[src/rtl/e203_irq_stim_sched_if.sv]
// Stimulus-scheduler bus: commit-trace inputs and interrupt/status outputs.
// The scheduler takes the slave modport and the environment takes the master modport.
interface e203_irq_stim_sched_if #(
    parameter int PC_W = 32
) ();
    logic            enable;
    logic            cmt_valid;
    logic [PC_W-1:0] cmt_pc;
    logic            irq_ext;
    logic            irq_sft;
    logic            irq_tmr;
    logic [31:0]     tohost_cnt;
    logic            armed;
    logic            quiet;
    logic            finish;
    logic [2:0]      tmo_err;

    modport master (
        output enable, cmt_valid, cmt_pc,
        input  irq_ext, irq_sft, irq_tmr, tohost_cnt, armed, quiet, finish, tmo_err
    );

    modport slave (
        input  enable, cmt_valid, cmt_pc,
        output irq_ext, irq_sft, irq_tmr, tohost_cnt, armed, quiet, finish, tmo_err
    );
endinterface

[src/rtl/e203_irq_stim_sched.sv]
// Interrupt-stimulus scheduler: three independent channels assert ext/sft/tmr after
// pseudo-random delays and hold each line until its handler's pre-MRET commit is seen.
module e203_irq_stim_ch #(
    parameter logic [15:0] ACK_TMO = 16'd4096
) (
    input  logic       clk,
    input  logic       rst_n,
    input  logic       armed,
    input  logic       enable,
    input  logic       stop,
    input  logic       ack,
    input  logic [9:0] dly,
    output logic       irq,
    output logic       tmo
);
    typedef enum logic [1:0] {IDLE, WAIT, ASSERT, DONE} st_t;

    st_t         st, st_nx;
    logic [9:0]  cnt, cnt_nx;
    logic [15:0] wd, wd_nx;
    logic        irq_nx, tmo_nx;

    always_ff @(posedge clk) begin
        if (!rst_n) begin
            st  <= IDLE;
            cnt <= '0;
            wd  <= '0;
            irq <= 1'b0;
            tmo <= 1'b0;
        end else begin
            st  <= st_nx;
            cnt <= cnt_nx;
            wd  <= wd_nx;
            irq <= irq_nx;
            tmo <= tmo_nx;
        end
    end

    // The counter holds D-1 and fires at zero, so a 10-bit counter covers D = 1..1024
    // while irq still rises exactly D cycles after WAIT entry.
    always_comb begin
        st_nx  = st;
        cnt_nx = cnt;
        wd_nx  = wd;
        irq_nx = 1'b0;
        tmo_nx = tmo;
        unique case (st)
            IDLE: begin
                if (armed && enable && !stop) begin
                    st_nx  = WAIT;
                    cnt_nx = dly;
                end
            end
            WAIT: begin
                if (!enable) begin
                    st_nx = IDLE;
                end else if (stop) begin
                    st_nx = DONE;
                end else if (cnt == '0) begin
                    st_nx  = ASSERT;
                    irq_nx = 1'b1;
                    wd_nx  = '0;
                end else begin
                    cnt_nx = cnt - 10'd1;
                end
            end
            ASSERT: begin
                irq_nx = 1'b1;
                if (ack || wd == ACK_TMO - 16'd1) begin
                    irq_nx = 1'b0;
                    if (!ack) tmo_nx = 1'b1;
                    if (stop) begin
                        st_nx = DONE;
                    end else if (!enable) begin
                        st_nx = IDLE;
                    end else begin
                        st_nx  = WAIT;
                        cnt_nx = dly;
                    end
                end else begin
                    wd_nx = wd + 16'd1;
                end
            end
            default: ;
        endcase
    end
endmodule

module e203_irq_stim_sched #(
    parameter int              PC_W       = 32,
    parameter logic [PC_W-1:0] START_PC   = 32'h8000015C,
    parameter logic [PC_W-1:0] TOHOST_PC  = 32'h80000086,
    parameter logic [PC_W-1:0] ACK_PC_EXT = 32'h800000A6,
    parameter logic [PC_W-1:0] ACK_PC_SFT = 32'h800000BE,
    parameter logic [PC_W-1:0] ACK_PC_TMR = 32'h800000D6,
    parameter logic [31:0]     STOP_CNT   = 32'd32,
    parameter logic [31:0]     FINISH_CNT = 32'd8,
    parameter logic [9:0]      DLY_MASK   = 10'h3FF,
    parameter logic [15:0]     ACK_TMO    = 16'd4096,
    parameter logic [15:0]     LFSR_SEED  = 16'hACE1
) (
    input logic                  clk,
    input logic                  rst_n,
    e203_irq_stim_sched_if.slave bus
);
    localparam int NCH = 3;
    localparam logic [NCH-1:0][PC_W-1:0] ACK_PCS = {ACK_PC_TMR, ACK_PC_SFT, ACK_PC_EXT};

    logic [15:0]          lfsr;
    logic [31:0]          cnt_q;
    logic                 armed_q;
    logic                 stop;
    logic [NCH-1:0][9:0]  dly;
    logic [NCH-1:0]       ack;
    logic [NCH-1:0]       irq;
    logic [NCH-1:0]       tmo;

    always_ff @(posedge clk) begin
        if (!rst_n) begin
            lfsr    <= LFSR_SEED;
            cnt_q   <= '0;
            armed_q <= 1'b0;
        end else begin
            lfsr <= {1'b0, lfsr[15:1]} ^ (lfsr[0] ? 16'hB400 : 16'h0000);
            if (bus.cmt_valid && bus.cmt_pc == TOHOST_PC && cnt_q != '1)
                cnt_q <= cnt_q + 32'd1;
            if (bus.cmt_valid && bus.enable && bus.cmt_pc == START_PC)
                armed_q <= 1'b1;
        end
    end

    assign stop = cnt_q > STOP_CNT;

    // Distinct LFSR windows keep the three channels' delays decorrelated.
    assign dly[0] = lfsr[9:0] & DLY_MASK;
    assign dly[1] = lfsr[14:5] & DLY_MASK;
    assign dly[2] = {lfsr[3:0], lfsr[15:10]} & DLY_MASK;

    for (genvar i = 0; i < NCH; i++) begin : g_ch
        assign ack[i] = bus.cmt_valid && bus.cmt_pc == ACK_PCS[i];
        e203_irq_stim_ch #(.ACK_TMO(ACK_TMO)) u_ch (
            .clk    (clk),
            .rst_n  (rst_n),
            .armed  (armed_q),
            .enable (bus.enable),
            .stop   (stop),
            .ack    (ack[i]),
            .dly    (dly[i]),
            .irq    (irq[i]),
            .tmo    (tmo[i])
        );
    end

    assign bus.irq_ext    = irq[0];
    assign bus.irq_sft    = irq[1];
    assign bus.irq_tmr    = irq[2];
    assign bus.tohost_cnt = cnt_q;
    assign bus.armed      = armed_q;
    assign bus.tmo_err    = tmo;
    assign bus.quiet      = ~|irq;
    assign bus.finish     = (cnt_q >= FINISH_CNT) && ~|irq;
endmodule
[src/flat_wrapper.sv]
// flat-port wrapper written by rule: the top's interface ports become plain ports
module e203_irq_stim_sched_flat 
#(
    parameter int              PC_W       = 32,
    parameter logic [PC_W-1:0] START_PC   = 32'h8000015C,
    parameter logic [PC_W-1:0] TOHOST_PC  = 32'h80000086,
    parameter logic [PC_W-1:0] ACK_PC_EXT = 32'h800000A6,
    parameter logic [PC_W-1:0] ACK_PC_SFT = 32'h800000BE,
    parameter logic [PC_W-1:0] ACK_PC_TMR = 32'h800000D6,
    parameter logic [31:0]     STOP_CNT   = 32'd32,
    parameter logic [31:0]     FINISH_CNT = 32'd8,
    parameter logic [9:0]      DLY_MASK   = 10'h3FF,
    parameter logic [15:0]     ACK_TMO    = 16'd4096,
    parameter logic [15:0]     LFSR_SEED  = 16'hACE1
)
  (clk, rst_n, bus_enable, bus_cmt_valid, bus_cmt_pc, bus_irq_ext, bus_irq_sft, bus_irq_tmr, bus_tohost_cnt, bus_armed, bus_quiet, bus_finish, bus_tmo_err);
  e203_irq_stim_sched_if #(.PC_W(PC_W)) bus_i ();
  input logic clk;
  input logic rst_n;
  input wire logic [$bits(bus_i.enable)-1:0] bus_enable;
  input wire logic [$bits(bus_i.cmt_valid)-1:0] bus_cmt_valid;
  input wire logic [$bits(bus_i.cmt_pc)-1:0] bus_cmt_pc;
  output wire logic [$bits(bus_i.irq_ext)-1:0] bus_irq_ext;
  output wire logic [$bits(bus_i.irq_sft)-1:0] bus_irq_sft;
  output wire logic [$bits(bus_i.irq_tmr)-1:0] bus_irq_tmr;
  output wire logic [$bits(bus_i.tohost_cnt)-1:0] bus_tohost_cnt;
  output wire logic [$bits(bus_i.armed)-1:0] bus_armed;
  output wire logic [$bits(bus_i.quiet)-1:0] bus_quiet;
  output wire logic [$bits(bus_i.finish)-1:0] bus_finish;
  output wire logic [$bits(bus_i.tmo_err)-1:0] bus_tmo_err;
  assign bus_i.enable = bus_enable;
  assign bus_i.cmt_valid = bus_cmt_valid;
  assign bus_i.cmt_pc = bus_cmt_pc;
  assign bus_irq_ext = bus_i.irq_ext;
  assign bus_irq_sft = bus_i.irq_sft;
  assign bus_irq_tmr = bus_i.irq_tmr;
  assign bus_tohost_cnt = bus_i.tohost_cnt;
  assign bus_armed = bus_i.armed;
  assign bus_quiet = bus_i.quiet;
  assign bus_finish = bus_i.finish;
  assign bus_tmo_err = bus_i.tmo_err;
  e203_irq_stim_sched #(.PC_W(PC_W), .START_PC(START_PC), .TOHOST_PC(TOHOST_PC), .ACK_PC_EXT(ACK_PC_EXT), .ACK_PC_SFT(ACK_PC_SFT), .ACK_PC_TMR(ACK_PC_TMR), .STOP_CNT(STOP_CNT), .FINISH_CNT(FINISH_CNT), .DLY_MASK(DLY_MASK), .ACK_TMO(ACK_TMO), .LFSR_SEED(LFSR_SEED)) u_core (.clk(clk), .rst_n(rst_n), .bus(bus_i));
endmodule
[config.mk]
export PLATFORM = sky130hd
export DESIGN_NAME = e203_irq_stim_sched_flat
export DESIGN_NICKNAME = d
export VERILOG_FILES = /design/src/rtl/e203_irq_stim_sched_if.sv /design/src/rtl/e203_irq_stim_sched.sv /design/src/flat_wrapper.sv
export SDC_FILE = /design/constraint.sdc
export NUM_CORES = 1
export LEC_CHECK = 0
export CORE_MARGIN = 4
export CORE_UTILIZATION = 57
export CTS_BUF_LIST = sky130_fd_sc_hd__clkbuf_16
export CTS_CLUSTER_SIZE = 20
export DETAILED_ROUTE_END_ITERATION = 16
export PLACE_DENSITY = 0.87
export SETUP_SLACK_MARGIN = 0.05
export SLEW_MARGIN = 30
export SYNTH_ARGS = -nofsm -noshare
export SYNTH_HDL_FRONTEND = slang
export SYNTH_SLANG_ARGS = --single-unit
export TNS_END_PERCENT = 10
[constraint.sdc]
create_clock -name clk -period 3.5 [get_ports clk]
set_clock_uncertainty 0.15 [all_clocks]
set_input_delay 0.875 -clock clk [delete_from_list [all_inputs] [get_ports clk]]
set_output_delay 0.875 -clock clk [all_outputs]
set_load 0.03 [all_outputs]
==> flow_metrics.py <==
metrics = {
    "power_and_ir_drop": {
        "vdd_ir_drop_max_mv": 0.3687,
        "p_leak_nw": 3.405,
        "powerDensity_nw_per_um2": 402.6,
    },
    "timing": {
        "hold_viol_final": 0,
        "rsz0062_at_grt": "true",
        "drv_slew": 0,
        "whs_ns": 0.3169,
        "tightestPinTransition_ns": 0.7248,
        "min_period_ns": 3.413,
        "slew_headroom_pct": 51.68,
        "timing.final.crit_share_pct": 97.52,
        "setup_violations": 0,
        "setup_slack_ns": 0.08674,
        "tns_ns": 0,
        "clock.fmax_mhz": 293.0,
    },
    "place": {
        "placed_cell_area_sq_um": 8725,
        "gp_congestion": 0.9116,
        "io_buffers": 76,
        "pre_cts_ws_ns": -0.2278,
        "dp_hpwl_mm": 13.87,
    },
    "worst_setup_path": {
        "required_ns": 3.66,
        "slowest_delay_ns": 0.56,
        "cp_num_buf_inv": 3,
        "cp_max_fo": 7,
        "path_class": "in -> reg",
        "crit_path_start_kind": "input pin",
        "crit_family": "compound AO/OA/AOI/OAI gates",
        "arrival_ns": 3.58,
        "cp_num_cells": 10,
        "critPathMostFrequentCell": "buf_4",
        "slowest_stage": "clkdlybuf4s50_1",
        "critPathCaptureType": "flip-flop",
        "r2r_cells": 7,
        "cp_cell_sequence": "clkdlybuf4s50_1 -> or4b_1 -> o22a_1 -> buf_4 -> o41a_1 -> a211o_1 -> buf_4 -> a211oi_1 -> o21ai_1 -> o211a_1",
    },
    "clock_tree": {
        "clk_path_buf_depth": 2,
        "cts_setup_buffers": 0,
        "cts_max_level": 4,
        "root_buffer": "clkbuf_16",
        "cts_tree": "built",
        "cts_buffers": 17,
        "path_clk_slew_ns": 0.06,
        "worstSkewPairLatency_ns": 0.42,
        "clock-sinks": 139,
    },
    "floorplan": {
        "start_util_pct": 58.69,
        "die_x_um": 122.5,
        "die_area_sq_um": 15000,
        "core_area_sq_um": 12720,
        "io_pins": 77,
        "std_cell_rows": 41,
        "fp.dieH_um": 122.5,
    },
    "synth": {
        "yosysUniqueCellTypes": 75,
        "yosys.area.top_type": "dfxtp_1",
        "synth_area_leaders": "dfxtp_1 37%, nor2_1 4.6%, xor2_1 4.0%",
        "seq_area_frac_synth_pct": 37.27,
        "synthMostInstantiatedCell": "dfxtp_1",
        "syn_inst": 906,
        "ys_warn_count": 0,
        "async_flop_share_pct": 0,
        "syn-num-nets": 962,
        "synth_top_area_share_pct": 37.27,
        "syn_area_sq_um": 7467,
        "avgSynthCellArea_sq_um": 8.242,
        "synth_edf_count": 0,
        "synth_flop_cell": "dfxtp_1",
        "synth-seq-cells": 139,
        "synth_common_cells": "139 x dfxtp_1, 92 x nor2_1, 57 x nand2_1",
    },
    "hold_path": {
        "hold_path.class": "reg -> reg",
        "min_path_cells": 1,
    },
    "routing": {
        "routed_wl_mm": 19.44,
        "drt_iter0_drc": 632,
        "num_vias": 7327,
        "antenna_left": 0,
        "drc": 0,
        "drt-vias-per-instance": 6.080,
        "dr.pass1.iters": 5,
        "drt-wirelength-per-cell_um": 16.13,
    },
    "cells_and_area": {
        "drive_gt1_share_pct": 11.13,
        "num_antenna_cells": 0,
        "fin_area_sq_um": 9270,
        "fillCellCount": 919,
        "nNetsFinal": 1076,
        "final_core_util_pct": 72.87,
        "syn2layout_area_growth_pct": 24.15,
    },
    "grt": {
        "grt_max_degree": 69,
        "grt_pass1_wl_mm": 32.47,
        "grt_usage_pct": 26.68,
        "overflow": 0,
        "grt_pass1_vias": 6794,
        "grt_antenna_before_repair": 0,
    },
    "flow_run": {
        "cap_violations": 0,
    },
    "outcome": {
        "outcome": "complete, no violations",
    },
}
## placed cells by master (no fill, tap or decap), types with 17 or more instances in the layout
cell,n
nand3_1,47
nand2_1,57
nor2_1,92
or3_1,27
dfxtp_1,139
clkbuf_16,17
clkdlybuf4s50_1,74
ha_1,20
nand4_1,31
nor3_1,25
and3_1,19
xor2_1,34
a21oi_1,53
o21ai_0,29
buf_4,59
xnor2_1,21
o21ai_1,28
o211ai_1,30
nor4_1,23
inv_1,40
## report_power, final
group          internal [mW]  switching (mW)
Sequential              1.61          0.0333
Combinational          0.188           0.238
Clock                   1.02           0.641
Total                   2.82           0.912
## layout make-up
type                       instances  area, sq um  area share (%)
clock buffer                      17        425.4           4.589
clock inverter                    15        117.6           1.269
inverter                          36        135.1           1.458
multi-input combinational        689         4353           46.96
sequential                       139         2783           30.02
tap                              172        215.2           2.321
timing repair buffer             137         1241           13.39
## logic make-up after synthesis
group | Yosys count | synth area share, %
AO/OA/AOI/OAI | 205 | 18.18
XOR/XNOR | 55 | 6.451
adder cells (fa/ha/maj) | 20 | 3.351
buffers and inverters | 78 | 4.440
flip-flops | 139 | 37.27
multiplexers | 9 | 1.223
AND/OR/NAND/NOR | 400 | 29.09
## what timing repair did
| action | 4_1_cts | 5_1_grt |
|---|---|---|
| endpoints found under the setup margin | 0 | 3 |
| hold buffers | 0 | 0 |
| gates resized for setup | 0 | 1 |
## path summary, 6_finish.rpt
check                                          startpoint  slack [ns]                         end
worst max-delay path                           bus_enable        0.09  u_core.g_ch[1].u_ch.cnt[8]
worst min-delay path                       u_core.lfsr[4]        0.32              u_core.lfsr[3]
worst max register to register  u_core.bus.tohost_cnt[12]        0.43   u_core.g_ch[1].u_ch.wd[0]
worst min register to register             u_core.lfsr[4]        0.32              u_core.lfsr[3]
## flip-flops by register name (all words and copies together) (netlist names)
register,count
u_core.lfsr,16
u_core.g_ch.u_ch.st,6
u_core.bus.armed,1
u_core.g_ch.u_ch.tmo,3
u_core.g_ch.u_ch.irq,3
u_core.bus.tohost_cnt,32
u_core.g_ch.u_ch.cnt,30
u_core.g_ch.u_ch.wd,48
## layer usage
| metal | up-vias | wire [um] | part of all wire (%) | track usage, % |
|---|---|---|---|---|
| met3 | 57 | 1489 | 7.7 | 6.267 |
| met2 | 334 | 9319 | 48 | 44.73 |
| met5 | - | 0 | 0 | 0 |
| li1 | 3516 | - | - | - |
| met4 | 0 | 551 | 2.8 | 10.57 |
| met1 | 3420 | 8079 | 42 | 33.18 |
## per-stage QoR
stage | cells | power, mW
after detailed placement | 1173 | 2.090
after floorplan | 906 | 1.918
after global placement | 1173 | 2.080
final | 1205 | 3.733
after CTS | 1205 | 3.738
after global routing | 1205 | 3.873
No activity file was read; power rests on OpenSTA's default activity.
